<file path="config.mk">
export PLATFORM = sky130hd
export DESIGN_NAME = tlp_request_generator
export DESIGN_NICKNAME = d
export VERILOG_FILES = /design/src/rtl/tlp_pkg.sv /design/src/rtl/tlp_hdr_builder.sv /design/src/rtl/tlp_request_generator.sv
export SDC_FILE = /design/constraint.sdc
export NUM_CORES = 1
export LEC_CHECK = 0
export ABC_AREA = 1
export CORE_ASPECT_RATIO = 0.75
export CORE_MARGIN = 5
export CORE_UTILIZATION = 50
export DETAILED_ROUTE_END_ITERATION = 10
export MAX_ROUTING_LAYER = met4
export PLACE_DENSITY = 0.78
export SLEW_MARGIN = 30
export SYNTH_ARGS = -nofsm -noshare
export SYNTH_HDL_FRONTEND = slang
export SYNTH_SLANG_ARGS = --single-unit
</file>
<file path="constraint.sdc">
create_clock -name clk -period 3.3 [get_ports clk]
set_clock_uncertainty 0.05 [all_clocks]
set_input_delay 0.66 -clock clk [delete_from_list [all_inputs] [get_ports clk]]
set_output_delay 0.66 -clock clk [all_outputs]
set_load 0.05 [all_outputs]
</file>
<file path="src/rtl/tlp_pkg.sv">
// Shared TLP encodings, stream bit positions and requester FSM states.
// Also used by the HardwareSubunit completer side.
package tlp_pkg;

  localparam logic [2:0] FMT_RD     = 3'b000;
  localparam logic [2:0] FMT_WR     = 3'b010;
  localparam int         FMT_WR_BIT = 6;

  localparam logic [4:0] TYPE_MEM  = 5'b00000;
  localparam logic [4:0] TYPE_IO   = 5'b00010;
  localparam logic [4:0] TYPE_CFG0 = 5'b00100;
  localparam logic [4:0] TYPE_CFG1 = 5'b00101;

  localparam logic [3:0] CPL_SC = 4'b1000;

  localparam int DW_EOP = 34;
  localparam int DW_SOP = 33;
  localparam int DW_VLD = 32;

  typedef enum logic [1:0] {
    ST_IDLE     = 2'd0,
    ST_HDR      = 2'd1,
    ST_PAYLOAD  = 2'd2,
    ST_WAIT_CPL = 2'd3
  } state_e;

  function automatic logic req_ok(input logic [7:0] tfmt, input logic addr_hi_nz,
                                  input logic [9:0] len);
    logic type_ok;
    type_ok = (tfmt[4:0] == TYPE_MEM) || (tfmt[4:0] == TYPE_IO) ||
              (tfmt[4:0] == TYPE_CFG0) || (tfmt[4:0] == TYPE_CFG1);
    if (!type_ok)
      return 1'b0;
    if (tfmt[4:0] == TYPE_MEM)
      return (len != 10'd0);
    return !addr_hi_nz;
  endfunction

endpackage

</file>
<file path="src/rtl/tlp_hdr_builder.sv">
// Combinational header DW builder: DW0..DW3 from request fields and tag.
module tlp_hdr_builder
  import tlp_pkg::*;
#(
  parameter logic [15:0] REQ_ID = 16'h0100
) (
  input  logic [7:0]  tfmt,
  input  logic [63:0] addr,
  input  logic [9:0]  len,
  input  logic [7:0]  tag,
  output logic [31:0] dw0,
  output logic [31:0] dw1,
  output logic [31:0] dw2,
  output logic [31:0] dw3,
  output logic        is_4dw
);

  logic       is_mem;
  logic [2:0] fmt;
  logic [9:0] len_f;
  logic       unused_fmt5;

  // bit5 of the caller's fmt is ignored; header size is decided here
  assign unused_fmt5 = tfmt[5];

  assign is_mem = (tfmt[4:0] == TYPE_MEM);
  assign is_4dw = is_mem && (addr[63:32] != 32'd0);
  assign fmt    = {tfmt[7:6], is_4dw};
  assign len_f  = is_mem ? len : 10'd0;

  assign dw0 = {fmt, tfmt[4:0], 14'd0, len_f};
  assign dw1 = {REQ_ID, tag, 8'hFF};
  assign dw2 = is_4dw ? addr[63:32] : addr[31:0];
  assign dw3 = addr[31:0];

endmodule

</file>
<file path="src/rtl/tlp_request_generator.sv">
// Requester side of the TLP link: serialises one request onto the 35-bit
// stream, then collects completion words from the completer.
//   state       | meaning
//   ST_IDLE     | ready for a request, stream idle
//   ST_HDR      | sending header DW1..last
//   ST_PAYLOAD  | sending mem-write payload DWs as wr_valid allows
//   ST_WAIT_CPL | cpl_ready up, waiting for completion words / timeout
module tlp_request_generator
  import tlp_pkg::*;
#(
  parameter logic [15:0] REQ_ID  = 16'h0100,
  parameter int unsigned TIMEOUT = 255
) (
  input  logic        clk,
  input  logic        reset,
  input  logic        req_valid,
  output logic        req_ready,
  input  logic [7:0]  req_tfmt,
  input  logic [63:0] req_addr,
  input  logic [9:0]  req_len,
  input  logic [31:0] wr_data,
  input  logic        wr_valid,
  output logic        wr_ready,
  output logic [34:0] tlp_out,
  input  logic [31:0] cpl_data,
  input  logic [3:0]  cpl_status,
  output logic        cpl_ready,
  output logic [31:0] rd_data,
  output logic        rd_valid,
  output logic        done,
  output logic        error
);

  localparam logic [15:0] TMO_LOAD = 16'(TIMEOUT);

  state_e      state_q, state_d;
  logic [7:0]  tag_q, tag_d;
  logic [1:0]  dw_idx_q, dw_idx_d;
  logic [9:0]  pay_cnt_q, pay_cnt_d;
  logic [15:0] tmo_q, tmo_d;
  logic [7:0]  tfmt_q, tfmt_d;
  logic [63:0] addr_q, addr_d;
  logic [9:0]  len_q, len_d;
  logic [7:0]  rtag_q, rtag_d;
  logic [34:0] tlp_out_q, tlp_out_d;
  logic [31:0] rd_data_q, rd_data_d;
  logic        rd_valid_q, rd_valid_d;
  logic        done_q, done_d;
  logic        error_q, error_d;
  logic        req_ready_q, req_ready_d;
  logic        cpl_ready_q, cpl_ready_d;

  logic        in_idle, is_mem, has_pay, is_mrd, last_hdr, cpl_word, capture;
  logic [7:0]  hb_tfmt, hb_tag;
  logic [63:0] hb_addr;
  logic [9:0]  hb_len;
  logic [31:0] hb_dw0, hb_dw1, hb_dw2, hb_dw3, hdr_dw;
  logic        hb_is_4dw;

  // In IDLE the builder sees the live request so DW0 goes out the cycle after accept
  assign in_idle = (state_q == ST_IDLE);
  assign hb_tfmt = in_idle ? req_tfmt : tfmt_q;
  assign hb_addr = in_idle ? req_addr : addr_q;
  assign hb_len  = in_idle ? req_len  : len_q;
  assign hb_tag  = in_idle ? tag_q    : rtag_q;

  tlp_hdr_builder #(.REQ_ID(REQ_ID)) u_hdr (
    .tfmt   (hb_tfmt),
    .addr   (hb_addr),
    .len    (hb_len),
    .tag    (hb_tag),
    .dw0    (hb_dw0),
    .dw1    (hb_dw1),
    .dw2    (hb_dw2),
    .dw3    (hb_dw3),
    .is_4dw (hb_is_4dw)
  );

  assign is_mem   = (tfmt_q[4:0] == TYPE_MEM);
  assign has_pay  = is_mem && tfmt_q[FMT_WR_BIT];
  assign is_mrd   = is_mem && !tfmt_q[FMT_WR_BIT];
  assign last_hdr = (dw_idx_q == (hb_is_4dw ? 2'd3 : 2'd2));
  assign cpl_word = cpl_ready_q && (cpl_status == CPL_SC);
  assign capture  = (state_q == ST_WAIT_CPL) && is_mrd && cpl_word && (cpl_data != 32'd0);

  always_comb begin
    case (dw_idx_q)
      2'd0:    hdr_dw = hb_dw0;
      2'd1:    hdr_dw = hb_dw1;
      2'd2:    hdr_dw = hb_dw2;
      default: hdr_dw = hb_dw3;
    endcase
  end

  always_comb begin
    state_d    = state_q;
    tag_d      = tag_q;
    dw_idx_d   = dw_idx_q;
    pay_cnt_d  = pay_cnt_q;
    tmo_d      = tmo_q;
    tfmt_d     = tfmt_q;
    addr_d     = addr_q;
    len_d      = len_q;
    rtag_d     = rtag_q;
    tlp_out_d  = {3'b000, tlp_out_q[31:0]};
    rd_data_d  = rd_data_q;
    rd_valid_d = 1'b0;
    done_d     = 1'b0;
    error_d    = 1'b0;
    wr_ready   = 1'b0;
    case (state_q)
      ST_IDLE: begin
        if (req_valid && req_ready_q) begin
          tag_d = tag_q + 8'd1;
          if (!req_ok(req_tfmt, req_addr[63:32] != 32'd0, req_len)) begin
            error_d = 1'b1;
          end else begin
            tfmt_d    = req_tfmt;
            addr_d    = req_addr;
            len_d     = req_len;
            rtag_d    = tag_q;
            pay_cnt_d = req_len;
            dw_idx_d  = 2'd1;
            tlp_out_d = {1'b0, 1'b1, 1'b1, hb_dw0};
            state_d   = ST_HDR;
          end
        end
      end
      ST_HDR: begin
        tlp_out_d = {last_hdr && !has_pay, 1'b0, 1'b1, hdr_dw};
        dw_idx_d  = dw_idx_q + 2'd1;
        if (last_hdr) begin
          dw_idx_d = 2'd0;
          if (has_pay) begin
            state_d = ST_PAYLOAD;
          end else begin
            state_d = ST_WAIT_CPL;
            tmo_d   = TMO_LOAD;
          end
        end
      end
      ST_PAYLOAD: begin
        wr_ready = wr_valid;
        if (wr_valid) begin
          tlp_out_d = {pay_cnt_q == 10'd1, 1'b0, 1'b1, wr_data};
          pay_cnt_d = pay_cnt_q - 10'd1;
          if (pay_cnt_q == 10'd1) begin
            state_d = ST_WAIT_CPL;
            tmo_d   = TMO_LOAD;
          end
        end
      end
      default: begin
        tmo_d = tmo_q - 16'd1;
        if (capture) begin
          rd_data_d  = cpl_data;
          rd_valid_d = 1'b1;
          tmo_d      = TMO_LOAD;
          pay_cnt_d  = pay_cnt_q - 10'd1;
          if (pay_cnt_q == 10'd1) begin
            done_d  = 1'b1;
            state_d = ST_IDLE;
          end
        end else if (!is_mrd && cpl_word) begin
          done_d  = 1'b1;
          state_d = ST_IDLE;
        end else if (tmo_q == 16'd1) begin
          error_d = 1'b1;
          state_d = ST_IDLE;
        end
      end
    endcase
    req_ready_d = (state_d == ST_IDLE);
    // one-cycle drop after a capture lets the completer clear its data word
    cpl_ready_d = (state_d == ST_WAIT_CPL) && !capture;
  end

  always_ff @(posedge clk) begin
    if (reset) begin
      state_q     <= ST_IDLE;
      tag_q       <= 8'd0;
      dw_idx_q    <= 2'd0;
      pay_cnt_q   <= 10'd0;
      tmo_q       <= 16'd0;
      tfmt_q      <= 8'd0;
      addr_q      <= 64'd0;
      len_q       <= 10'd0;
      rtag_q      <= 8'd0;
      tlp_out_q   <= 35'd0;
      rd_data_q   <= 32'd0;
      rd_valid_q  <= 1'b0;
      done_q      <= 1'b0;
      error_q     <= 1'b0;
      req_ready_q <= 1'b0;
      cpl_ready_q <= 1'b0;
    end else begin
      state_q     <= state_d;
      tag_q       <= tag_d;
      dw_idx_q    <= dw_idx_d;
      pay_cnt_q   <= pay_cnt_d;
      tmo_q       <= tmo_d;
      tfmt_q      <= tfmt_d;
      addr_q      <= addr_d;
      len_q       <= len_d;
      rtag_q      <= rtag_d;
      tlp_out_q   <= tlp_out_d;
      rd_data_q   <= rd_data_d;
      rd_valid_q  <= rd_valid_d;
      done_q      <= done_d;
      error_q     <= error_d;
      req_ready_q <= req_ready_d;
      cpl_ready_q <= cpl_ready_d;
    end
  end

  assign req_ready = req_ready_q;
  assign cpl_ready = cpl_ready_q;
  assign tlp_out   = tlp_out_q;
  assign rd_data   = rd_data_q;
  assign rd_valid  = rd_valid_q;
  assign done      = done_q;
  assign error     = error_q;

endmodule

</file>
==> results.cfg <==
[worst_setup_path]
arrival_ns = 3.43
crit_start = state_q[1]$_SDFF_PP0_
cp_max_fo = 40
cp_top_family = buffers and inverters
required_ns = 3.63
crit_top_cell = nand2_1
cp-start-kind = flip-flop
critical-path-slowest-cell = nor2_1
max_stage_delay_ns = 0.53
worstSetupPathType = flip-flop to flip-flop
r2r_cells = 14
cp-end-kind = flip-flop
worstPathCellList = inv_1 > ha_4 > clkinv_2 > buf_4 > nor2_1 > nand3_4 > inv_2 > buf_12 > nand2_1 > nand2_1 > inv_1 > nand2_1 > nand2_1 > a21oi_1
r2r_start = state_q[1]$_SDFF_PP0_
path_buf_inv = 6
crit_cells = 14

[die]
initial_utilization_pct = 50.3
ios = 227
rows = 47
die_area_um2 = 25100
die_x_um = 181
die_h_um = 138
coreArea_um2 = 21800

[global_route]
use_met1_pct = 38.6
grt_pass1_wl_um = 55300
grt_pass1_vias = 10700
gr-max-usage-layer = met2
antenna_found_initial = 1
grt_max_degree = 140
groute.usage.overall_pct = 27.3
grt_use_met3_pct = 5.25
grt_overflow = 0
use_met2_pct = 40.5

[hold_path]
hp-start = addr_q[63]$_SDFFE_PP0P_
min_path_cells = 2
min_path_type = flip-flop to flip-flop

[cts]
clk_latency_ns = 0.45
cts_made_buffers = 17
cts_tree = built
htreeDepth = 4
clk_pin_slew_ns = 0.08
cts_sinks = 199
clk_path_buf_depth = 2
cts_root_buf = clkbuf_16
cts_hold_buf = 0
postCtsSetupBuffers = 0

[cells_and_area]
layout.nets = 2079
utilization_pct = 64.4
final_common_cell = nand2_1
drive_gt1_share_pct = 4.73
syn_to_final_growth_pct = 28.0
final_cell_mix = nand2_1, clkdlybuf4s50_1, a21oi_1

[flow_run]
drv_cap = 0

[timing]
worst_pin_slew_ns = 0.739
finalCriticalPeriod_ns = 3.10
rsz0062_at_grt = no
drv_slew = 0
slew_headroom_pct = 50.7
setup_viol = 0
fin_hold_ws_ns = 0.405
hold_violations = 0
max_freq_mhz = 322
setup_tns_ns = 0
post-route-period-util_pct = 94.1

[route]
drc = 0
viasPerCell = 5.37
drt-initial-drc-count = 1240
drtPass1Iterations = 6
vias = 11900
wl_per_cell_um = 15.5
postRouteAntennaNets = 0
detail_route.wirelength_um = 34500

[yosys]
yosysUniqueCellTypes = 38
synth_nets = 1907
syn_inst = 1739
yosysWarnings = 0
synth_area_um2 = 11000
synth_seq_cells = 199
yosysSeqAreaShare_pct = 36.3
postSynthAreaPerCell_um2 = 6.32

[outcome]
status = finished clean

[pwr]
p_seq_share_pct = 47.7
power.density_nw_per_um2 = 360
p_leak_nw = 5.97
p_switching_mw = 1.24
combPwrFrac_pct = 9.1
p_clk_share_pct = 43.2
vdd_drop_max_v = 0.000363
switching_share_pct = 24.4
p_int_mw = 3.82

[place]
gp_congestion = 0.923
portBuffers = 225
hpwl_um = 25000
## cell type report
cell class / instances / area [um2]
Fill cell: 1974 / 7760
Multi-Input combinational cell: 1285 / 5950
Sequential cell: 199 / 3980
Timing Repair Buffer: 257 / 2570
Inverter: 151 / 573
Clock buffer: 19 / 453
Tap cell: 294 / 368
Clock inverter: 13 / 158
Antenna cell: 2 / 5.00
## Yosys cell counts
cell type / number / area [um2]
buf_4: 1 / 7.51
xor2_1: 7 / 61.3
o21ai_2: 1 / 8.76
nand3_4: 1 / 17.5
nor4_1: 18 / 113
nand3b_1: 2 / 15.0
a31oi_1: 5 / 31.3
xnor2_1: 4 / 35.0
clkinv_1: 3 / 11.3
a21oi_1: 211 / 1060
nand4_1: 11 / 68.8
inv_4: 1 / 6.26
a211oi_2: 1 / 12.5
dfxtp_1: 199 / 3980
buf_6: 10 / 113
or2_2: 4 / 25.0
nand2_2: 4 / 25.0
nand3_2: 2 / 20.0
o21ai_1: 16 / 80.1
o211ai_1: 2 / 15.0
o21ai_0: 63 / 315
buf_1: 11 / 41.3
nor3_1: 16 / 80.1
buf_2: 30 / 150
mux2i_1: 31 / 310
inv_2: 3 / 11.3
ha_1: 14 / 175
o31ai_1: 1 / 7.51
o21a_1: 1 / 7.51
nand3_1: 123 / 616
and3_1: 1 / 6.26
inv_1: 144 / 541
a21oi_2: 2 / 17.5
nand2_1: 671 / 2520
clkbuf_1: 52 / 195
nor2_4: 1 / 11.3
nor3b_1: 1 / 7.51
nor2_1: 71 / 267
## flip-flops by register name, summed over array words and instances, names as in the netlist
signal and count:
addr_q 64, cpl_ready 1, done 1, dw_idx_q 2
error 1, len_q 10, pay_cnt_q 10, rd_data 32
rd_valid 1, req_ready 1, rtag_q 8, state_q 2
tag_q 8, tfmt_q 7, tlp_out 35, tmo_q 16
## metal layers
| metal | vias to the layer above | routed length [um] |
|---|---|---|
| met2 | 490 | 15000 |
| met5 | - | 0 |
| met4 | 0 | 669 |
| met3 | 44 | 3080 |
| li1 | 5903 | - |
| met1 | 5478 | 15800 |
## worst register-to-register path: cells and delay by family, from the launching register on
| kind | cells | cell delay (ns) |
|---|---|---|
| AO/OA/AOI/OAI | 1 | 0.12 |
| adder cells (fa/ha/maj) | 1 | 0.21 |
| buffers and inverters | 6 | 1.23 |
| flip-flops | 1 | 0.32 |
| AND/OR/NAND/NOR | 6 | 1.11 |
## kinds of logic after synthesis
kind of cell	after synthesis	synth area share (%)
simple gates	926	34.5
fa+ha+maj	14	1.59
buf+inv	255	9.80
xor+xnor	11	0.877
compound gates	303	14.1
flops	199	36.3
mux	31	2.83
## metrics by stage
step | area, um2 | instances | worst slack (ns) | power, mW
floorplan | 11000 | 1739 | 0.873 | 2.65
global placement | 13400 | 2186 | 0.129 | 2.92
detailed placement | 13400 | 2186 | 0.0568 | 2.92
CTS | 14000 | 2218 | 0.232 | 5.08
global route | 14100 | 2219 | 0.00611 | 5.23
finish | 14100 | 2220 | 0.195 | 5.06
## power by group through the flow
stage	clock network (mW)	registers (mW)	logic (mW)
floorplan	0	2.47	0.182
global placement	0	2.47	0.448
detailed placement	0	2.47	0.451
CTS	2.21	2.41	0.454
global route	2.31	2.41	0.501
finish	2.18	2.41	0.460
## final timing paths
| check | end | slack [ns] |
|---|---|---|
| setup / recovery | tlp_out[31]$_SDFFE_PP0P_ | 0.20 |
| setup reg to reg | tlp_out[31]$_SDFFE_PP0P_ | 0.20 |
| hold / removal | addr_q[63]$_SDFFE_PP0P_ | 0.41 |
| hold reg to reg | addr_q[63]$_SDFFE_PP0P_ | 0.41 |
## what timing repair did
| item | 4_1_cts | 5_1_grt |
|---|---|---|
| endpoints found under the setup margin | 0 | 12 |
| gates resized for setup | 0 | 4 |
| endpoints found under the hold margin | 0 | 0 |
No activity file was read; power rests on OpenSTA's default activity.
